<file path="config.mk">
export PLATFORM = sky130hd
export DESIGN_NAME = fp_norm_arbiter
export DESIGN_NICKNAME = d
export VERILOG_FILES = /design/src/rtl/fp_norm_arbiter.sv
export SDC_FILE = /design/constraint.sdc
export NUM_CORES = 1
export LEC_CHECK = 0
export CORE_MARGIN = 4
export CORE_UTILIZATION = 39
export CTS_CLUSTER_SIZE = 30
export DETAILED_ROUTE_END_ITERATION = 8
export PLACE_DENSITY = 0.85
export SYNTH_ARGS = -nofsm -noshare
export SYNTH_HDL_FRONTEND = slang
export SYNTH_SLANG_ARGS = --single-unit
</file>
<file path="constraint.sdc">
create_clock -name clk -period 1.7 [get_ports clk]
set_clock_uncertainty 0.05 [all_clocks]
set_input_delay 0.255 -clock clk [delete_from_list [all_inputs] [get_ports clk]]
set_output_delay 0.255 -clock clk [all_outputs]
set_load 0.005 [all_outputs]
</file>
<file path="src/rtl/fp_norm_arbiter.sv">
// Round-robin arbiter/sequencer sharing one combinational fp_normalizer between
// the FP adder (requester 0) and FP multiplier (requester 1).
module fp_norm_arbiter #(
  parameter int unsigned MANT_W = 25,
  parameter int unsigned EXP_W  = 8
) (
  input  logic              clk,
  input  logic              rst,
  input  logic              req0_valid,
  output logic              req0_ready,
  input  logic [MANT_W-1:0] req0_mant,
  input  logic [EXP_W-1:0]  req0_exp,
  input  logic              req0_sign,
  input  logic              req1_valid,
  output logic              req1_ready,
  input  logic [MANT_W-1:0] req1_mant,
  input  logic [EXP_W-1:0]  req1_exp,
  input  logic              req1_sign,
  output logic [MANT_W-1:0] norm_mant_in,
  output logic [EXP_W-1:0]  norm_exp_in,
  input  logic [MANT_W-3:0] norm_mant_out,
  input  logic [EXP_W-1:0]  norm_exp_out,
  output logic              res_valid,
  input  logic              res_ready,
  output logic [MANT_W-3:0] res_mant,
  output logic [EXP_W-1:0]  res_exp,
  output logic              res_sign,
  output logic              res_src,
  output logic              res_zero
);

  localparam int unsigned NMANT_W = MANT_W - 2;

  typedef enum logic [1:0] {IDLE, NORM, HOLD} state_t;

  state_t              state_q, state_d;
  logic [MANT_W-1:0]   op_mant_q, op_mant_d;
  logic [EXP_W-1:0]    op_exp_q, op_exp_d;
  logic                op_sign_q, op_sign_d;
  logic                op_src_q, op_src_d;
  logic                last_grant_q, last_grant_d;
  logic                res_valid_q, res_valid_d;
  logic [NMANT_W-1:0]  res_mant_q, res_mant_d;
  logic [EXP_W-1:0]    res_exp_q, res_exp_d;
  logic                res_sign_q, res_sign_d;
  logic                res_src_q, res_src_d;
  logic                res_zero_q, res_zero_d;
  logic                grant1_c;
  logic                idle_c;

  // Requester 1 wins when alone, or on a tie when requester 0 was served last.
  assign grant1_c   = req1_valid & (~req0_valid | ~last_grant_q);
  assign idle_c     = (state_q == IDLE);
  assign req0_ready = idle_c & req0_valid & ~grant1_c;
  assign req1_ready = idle_c & grant1_c;

  assign norm_mant_in = op_mant_q;
  assign norm_exp_in  = op_exp_q;

  assign res_valid = res_valid_q;
  assign res_mant  = res_mant_q;
  assign res_exp   = res_exp_q;
  assign res_sign  = res_sign_q;
  assign res_src   = res_src_q;
  assign res_zero  = res_zero_q;

  // Next-state and next-register values.
  always_comb begin
    state_d      = state_q;
    op_mant_d    = op_mant_q;
    op_exp_d     = op_exp_q;
    op_sign_d    = op_sign_q;
    op_src_d     = op_src_q;
    last_grant_d = last_grant_q;
    res_valid_d  = res_valid_q;
    res_mant_d   = res_mant_q;
    res_exp_d    = res_exp_q;
    res_sign_d   = res_sign_q;
    res_src_d    = res_src_q;
    res_zero_d   = res_zero_q;
    case (state_q)
      IDLE: begin
        if (req0_ready | req1_ready) begin
          op_mant_d    = grant1_c ? req1_mant : req0_mant;
          op_exp_d     = grant1_c ? req1_exp  : req0_exp;
          op_sign_d    = grant1_c ? req1_sign : req0_sign;
          op_src_d     = grant1_c;
          last_grant_d = grant1_c;
          state_d      = NORM;
        end
      end
      NORM: begin
        res_mant_d  = norm_mant_out;
        res_exp_d   = norm_exp_out;
        res_sign_d  = op_sign_q;
        res_src_d   = op_src_q;
        res_zero_d  = (op_mant_q == '0);
        res_valid_d = 1'b1;
        state_d     = HOLD;
      end
      HOLD: begin
        if (res_ready) begin
          res_valid_d = 1'b0;
          state_d     = IDLE;
        end
      end
      default: state_d = IDLE;
    endcase
  end

  always_ff @(posedge clk) begin
    if (rst) begin
      state_q      <= IDLE;
      op_mant_q    <= '0;
      op_exp_q     <= '0;
      op_sign_q    <= 1'b0;
      op_src_q     <= 1'b0;
      last_grant_q <= 1'b1;
      res_valid_q  <= 1'b0;
      res_mant_q   <= '0;
      res_exp_q    <= '0;
      res_sign_q   <= 1'b0;
      res_src_q    <= 1'b0;
      res_zero_q   <= 1'b0;
    end else begin
      state_q      <= state_d;
      op_mant_q    <= op_mant_d;
      op_exp_q     <= op_exp_d;
      op_sign_q    <= op_sign_d;
      op_src_q     <= op_src_d;
      last_grant_q <= last_grant_d;
      res_valid_q  <= res_valid_d;
      res_mant_q   <= res_mant_d;
      res_exp_q    <= res_exp_d;
      res_sign_q   <= res_sign_d;
      res_src_q    <= res_src_d;
      res_zero_q   <= res_zero_d;
    end
  end

endmodule

</file>
==> Implementation_results.wiki, run 1 <==
{| class="wikitable"
! Metric !! Value
|-
| Static leakage || ~1.9 nW
|-
| Final Max Tran Viols || 0
|-
| Final critical-path setup slack || between 0.07 and 0.08 ns
|-
| Clock tree from TritonCTS || yes
|-
| Remaining design rule violation count || 0
|-
| HPWL after detailed placement || approximately 7400 um
|-
| Synth top area cells || sky130_fd_sc_hd__dfxtp_1 46%, sky130_fd_sc_hd__a211oi_2 12%, sky130_fd_sc_hd__a21oi_1 11%
|-
| Post-synthesis cell type with the largest combined area || sky130_fd_sc_hd__dfxtp_1
|-
| Type of destination of the critical path || output pin
|-
| Synth Area per Inst || 9.46 um^2
|-
| Clock Tree Root || sky130_fd_sc_hd__clkbuf_8
|-
| Register area share after synthesis || around 46%
|-
| Antenna fix cells || 0
|-
| Total grt overflow || 0
|-
| First-pass GRT wire length || ~16,000 um
|-
| Routed wirelength normalized by instance count || around 16 um
|-
| Max Buffers Root-to-Sink || 2
|-
| Worst hold path class || in -> reg
|-
| Most used standard cells in the synthesized netlist || 73 x sky130_fd_sc_hd__dfxtp_1, 68 x sky130_fd_sc_hd__a21oi_1, 66 x sky130_fd_sc_hd__nand2_1, 34 x sky130_fd_sc_hd__mux2i_1, 30 x sky130_fd_sc_hd__a211oi_2
|-
| # fillers || about 640
|-
| Routed vias/inst || 5.13
|-
| Slew headroom || a little under two thirds
|-
| Setup WS pre-CTS || -0.377 ns
|-
| Max cap viols || 0
|-
| Fraction of final layout cells sized beyond drive strength 1 || approximately 13%
|-
| Post-route minimum period || ~1.6 ns
|-
| Hold Vio Cnt, Final || 0
|-
| CP Data Arrival Time || 1.32 ns
|-
| Share of the cycle needed by the critical path after routing || a little over nine tenths
|-
| Number of buffers created by CTS || 9
|-
| Power Dens Cells || between 900 and 1000 mW/mm^2
|-
| Area enclosed by the die boundary || ~0.0096 mm^2
|-
| Final ANT Viol Nets || 0
|-
| Vias in the first global route || approximately 3,300
|-
| Instance count of the mapped netlist || ~340
|-
| Core Rows || 32
|-
| Number of design-rule violations left by the first detailed-router iteration || approximately 130
|-
| Pre-antenna DRT Iters || 5
|-
| Total Routing Usage GR || 20.3%
|-
| Final setup vio count || 0
|-
| Nets || 607
|-
| Vias post-DR || roughly 3,100
|-
| Number of antenna violations at the first check in global routing || 0
|-
| Async S/R FF share, synth || 0%
|-
| Largest fanout of any net on the critical path || 4
|-
| Share of the synthesized area in the top cell type || a little under half
|-
| Maximum operating frequency || a little over 600 MHz
|-
| Setup crit start kind || primary input
|-
| Number of nets produced by synthesis || 439
|-
| Area of the core region || about 0.0078 mm^2
|-
| H-tree level count || 3
|-
| Synth Warn # || 0
|-
| Routability cong. || roughly 0.77
|-
| Clock insertion delay at the later pin of the skew report || 0.33 ns
|-
| TritonCTS sink count || 73
|-
| Chip width || ~100 um
|-
| Die Span Y || 98.2 um
|-
| Ports || ~170
|-
| Data required, critical path || roughly 1.4 ns
|-
| Number of flops mapped to enable cells by yosys || 0
|-
| Routed WL || 9770 um
|-
| CP Class || in -> out
|-
| Maximum number of pins on one net before global-route repair || 36
|-
| Most instantiated library cell after synthesis || sky130_fd_sc_hd__dfxtp_1
|-
| Core occupancy in the finished layout || between 60% and 70%
|-
| Number of distinct library cell variants in the gate-level netlist after synthesis || 29
|-
| Clock-pin transition on the worst setup and hold timing paths || approximately 0.08 ns
|-
| Post-synthesis instance area || roughly 0.0032 mm^2
|-
| Starting Density || approximately two fifths
|-
| Dominant synthesized flop cell || sky130_fd_sc_hd__dfxtp_1
|-
| Peak supply drop || between 0.4 and 0.5 mV
|-
| RSZ-0062 raised after global routing || false
|-
| Placed cell areas || approximately 0.005 mm^2
|-
| Summed area of non-filler cells in the final layout || around 0.0052 mm^2
|-
| Total of flip-flops plus latches after synthesis || 73
|-
| Outcome || finished clean
|-
| Relative area change from synthesis to final layout || 65.2%
|-
| Measured slew at the worst slew-check pin || ~0.55 ns
|-
| Count of buffers from port buffering || around 170
|}
-- through the flow --
stage / setup TNS [ns] / hold slack [ns] / cells / total power, mW
after floorplan: 0 / 0.341 / 335 / 2.59
after global placement: -6.56 / 0.392 / 593 / 3.22
after detailed placement: -8.27 / 0.398 / 593 / 3.26
after CTS: 0 / 0.208 / 609 / 4.87
after global routing: 0 / 0.222 / 610 / 5.07
final: 0 / 0.218 / 610 / 4.83
-- worst max-delay path, stage by stage --
cell	delay, ns
sky130_fd_sc_hd__clkdlybuf4s50_1	0.49
sky130_fd_sc_hd__a21boi_4	0.21
sky130_fd_sc_hd__and2_1	0.15
sky130_fd_sc_hd__clkdlybuf4s15_1	0.22
-- metal layers --
layer	vias to the layer above	GRT usage, %	part of all wire [%]
met3	23	5.93	7.8
met2	126	35.3	50
li1	1523	-	-
met5	-	0	0
met4	0	9.24	3.1
met1	1458	22.9	39
-- registers in the layout, summed over array words and instances, names as in the netlist, 2 cells and up --
| signal | cells |
|---|---|
| norm_exp_in | 8 |
| res_exp | 8 |
| state_q | 2 |
| res_mant | 23 |
| norm_mant_in | 25 |
-- power by group --
group | internal (mW) | switching [mW]
clock network | 0.978 | 0.635
logic | 0.724 | 0.514
registers | 1.87 | 0.109
total | 3.57 | 1.26
-- placed cells by master, fill, tap and decap left out --
master / instances
sky130_fd_sc_hd__nor4_1: 6
sky130_fd_sc_hd__and3_1: 1
sky130_fd_sc_hd__a22oi_1: 1
sky130_fd_sc_hd__and2_1: 1
sky130_fd_sc_hd__nor2b_2: 1
sky130_fd_sc_hd__a211oi_1: 4
sky130_fd_sc_hd__clkdlybuf4s50_1: 169
sky130_fd_sc_hd__a221o_1: 1
sky130_fd_sc_hd__a21oi_1: 68
sky130_fd_sc_hd__clkinv_2: 1
sky130_fd_sc_hd__nand2b_1: 1
sky130_fd_sc_hd__nor3b_1: 1
sky130_fd_sc_hd__o21ai_0: 1
sky130_fd_sc_hd__clkbuf_8: 9
sky130_fd_sc_hd__buf_2: 1
sky130_fd_sc_hd__or3b_2: 1
sky130_fd_sc_hd__or2_1: 1
sky130_fd_sc_hd__a41o_1: 1
sky130_fd_sc_hd__dlymetal6s2s_1: 1
sky130_fd_sc_hd__nor2_1: 3
sky130_fd_sc_hd__mux2i_1: 34
sky130_fd_sc_hd__a211oi_2: 30
sky130_fd_sc_hd__a21boi_4: 1
sky130_fd_sc_hd__nor2b_1: 2
sky130_fd_sc_hd__nand3b_1: 1
sky130_fd_sc_hd__buf_4: 15
sky130_fd_sc_hd__clkbuf_1: 2
sky130_fd_sc_hd__or3b_4: 1
sky130_fd_sc_hd__and2_4: 1
sky130_fd_sc_hd__nand2_1: 66
sky130_fd_sc_hd__buf_12: 2
sky130_fd_sc_hd__bufinv_16: 3
sky130_fd_sc_hd__dfxtp_1: 73
sky130_fd_sc_hd__or4_1: 1
sky130_fd_sc_hd__clkinv_4: 1
sky130_fd_sc_hd__nor2_4: 1
sky130_fd_sc_hd__clkdlybuf4s15_1: 1
-- logic make-up (layout without fill, tap and decap cells) --
group | after synthesis | count (layout) | share of synthesized area (%)
AOI/OAI and AO/OA | 107 | 107 | 24.9
buffers and inverters | 32 | 205 | 5.88
muxes | 34 | 34 | 10.7
and+or+nand+nor | 89 | 89 | 12.4
DFF | 73 | 73 | 46.1
-- what timing repair did --
item	4_1_cts	5_1_grt
hold buffers	0	0
setup buffers	0	1
resized for setup	7	2
setup endpoints to repair	2	6
-- area by class of cell --
cell class                      instances  area [um^2]  area share [%]
Sequential cell                        73         1460            27.9
Timing Repair Buffer                  189         1870            35.7
Clock buffer                           11          131            2.51
Multi-Input combinational cell        230         1540            29.4
Tap cell                              102          128            2.44
Clock inverter                          5          104            1.98
-- path summary, 6_finish.rpt --
check	slack, ns	start	end	cells past startpoint
max	0.08	req1_valid	req1_ready	4
min	0.22	rst	op_sign_q	2
max reg2reg	0.20	state_q[1]	norm_mant_in[4]	4
min reg2reg	0.41	res_mant[3]	res_mant[3]	2
No activity file was read; power rests on OpenSTA's default activity.
==> run 2, diff against run 1 <==
--- a/config.mk
+++ b/config.mk
@@ -5,6 +5,7 @@
 export SDC_FILE = /design/constraint.sdc
 export NUM_CORES = 1
 export LEC_CHECK = 0
+export CAP_MARGIN = 10
 export CORE_MARGIN = 4
 export CORE_UTILIZATION = 39
 export CTS_CLUSTER_SIZE = 30
==> results of run 2 <==
No change in the layout: final DEF, timing and power equal those of run 1.
==> run 3, diff against run 2 <==
--- a/config.mk
+++ b/config.mk
@@ -10,6 +10,7 @@
 export CORE_UTILIZATION = 39
 export CTS_CLUSTER_SIZE = 30
 export DETAILED_ROUTE_END_ITERATION = 8
+export GPL_ROUTABILITY_DRIVEN = 0
 export PLACE_DENSITY = 0.85
 export SYNTH_ARGS = -nofsm -noshare
 export SYNTH_HDL_FRONTEND = slang
==> results of run 3 <==
No change in the layout: final DEF, timing and power equal those of run 1.
==> patch, RTL diff (flow settings as in run 3) <==
Change the parameter `EXP_W` from 8 to 7.
--- a/src/rtl/fp_norm_arbiter.sv
+++ b/src/rtl/fp_norm_arbiter.sv
@@ -2,7 +2,7 @@
 // the FP adder (requester 0) and FP multiplier (requester 1).
 module fp_norm_arbiter #(
   parameter int unsigned MANT_W = 25,
-  parameter int unsigned EXP_W  = 8
+  parameter int unsigned EXP_W  = 7
 ) (
   input  logic              clk,
   input  logic              rst,
Interface: changed (5 resized); port bits go from 174 to 169. The function was not compared with the original's and may differ.
==> patch against run 3 <==
- synthesized area down 2.6%
- worst hold slack better by 0.041 ns
- via count decreased by 2.4%
- maximum frequency up 0.35%
- setup slack improved by 0.0057 ns
- routed wire length down 2.1%
- power shrank 9.8%
- cell area down 2.7%
- sequential cell count is 2 lower
- critical endpoint unchanged
- highest routed layer unchanged
==> patch: results (changes against run 3) <==
metric,value,unit,change
status,"complete, no violations",,
internal-power,0.00315,W,-12%
p_leak,1.86,nW,-2.8%
power_frac_comb,28.4,%,+2.8 points
reg2reg_to,norm_mant_in[11],,
firstDrtPassIters,4,,-1
grt_pass1_wl,15.3,mm,-4.3%
wl_per_cell,15.8,um,-1.2%
synth_compound_area_share,25.0,%,+0.089 points
avgViaCountPerCell,5.06,,-1.4%
ir_drop,0.000655,V,+35%
place_area,0.00490,sq mm,-1.9%
final_layout_size_suffix_gt1_share,15.3,%,+2.0 points
syn_avg_cell_area,9.48,sq um,+0.12%
synth.distinct_cells,28,,-3.4%
r2r_cells,6,,+2
fin_util,66.0,%,-1.1 points
track_usage,19.6,%,-0.66 points
dp_hpwl,7.11,mm,-4.1%
grt_pass1_vias,3195,,-2.4%
instances_no_fill,604,,-0.98%
grt_max_degree,35,,-2.8%
synth_mux_area_share,10.7,%,-0.041 points
critPathMaxFanout,2,,-2
synthTopCellsByArea,"dfxtp_1 (46%), a211oi_2 (12%), a21oi_1 (11%)",,
drt_iter0_drc,57,,-57%
die-area,0.00941,sq mm,-2.4%
port_buffers,168,,-2.9%
max_stage_delay,0.41,ns,-0.08 ns
==> patch: routing by layer <==
metal  track usage (%)  vias up  wire [um]
met3              6.06       18        670
li1                  -     1497          -
met5                 0        -          0
met4              7.24        0        185
met2              34.3      108       4800
met1              22.4     1433       3910
==> patch: worst reg2reg max path: stages, from the launching register on <==
cell and delay, ns:
dfxtp_1 0.35, a21boi_4 0.18, buf_4 0.14, buf_4 0.12, buf_6 0.18, mux2i_2 0.26
a211oi_2 0.09
==> patch: through the flow <==
stage	hold WS, ns	setup TNS [ns]
6_report	0.259	0
4_1_cts	0.256	-0.0316
3_5_place_dp	0.398	-6.12
2_1_floorplan	0.341	0
5_1_grt	0.282	0
3_3_place_gp	0.391	-4.91
==> patch: layout make-up <==
type | count | share of cell area [%]
Clock buffer | 13 | 3.12
Tap cell | 102 | 2.50
Timing Repair Buffer | 190 | 36.3
Multi-Input combinational cell | 225 | 29.8
Clock inverter | 3 | 0.344
Sequential cell | 71 | 27.9
==> patch: worst max path at each step <==
| stage | endpoint | slack [ns] | depth (start not counted) | from |
|---|---|---|---|---|
| after global placement | req0_ready | -0.34 | 4 | req0_valid |
| after detailed placement | req0_ready | -0.35 | 4 | req0_valid |
| after CTS | req0_ready | -0.03 | 4 | req0_valid |
| final | req1_ready | 0.08 | 5 | req0_valid |
| after global routing | req0_ready | 0.01 | 4 | req0_valid |
| after floorplan | norm_mant_in[10] | 0.41 | 4 | state_q[1] |
==> patch: cells by family after synthesis <==
family | count (synthesis)
AOI/OAI and AO/OA | 104
DFF | 71
buffers and inverters | 31
and+or+nand+nor | 87
muxes | 33
==> patch: what timing repair did <==
item                       4_1_cts  5_1_grt
buffers inserted                 1        0
gates resized for setup          5        7
cloned                           0        1
hold buffers                     0        0
setup endpoints to repair        2       31
pin swaps                        1        2
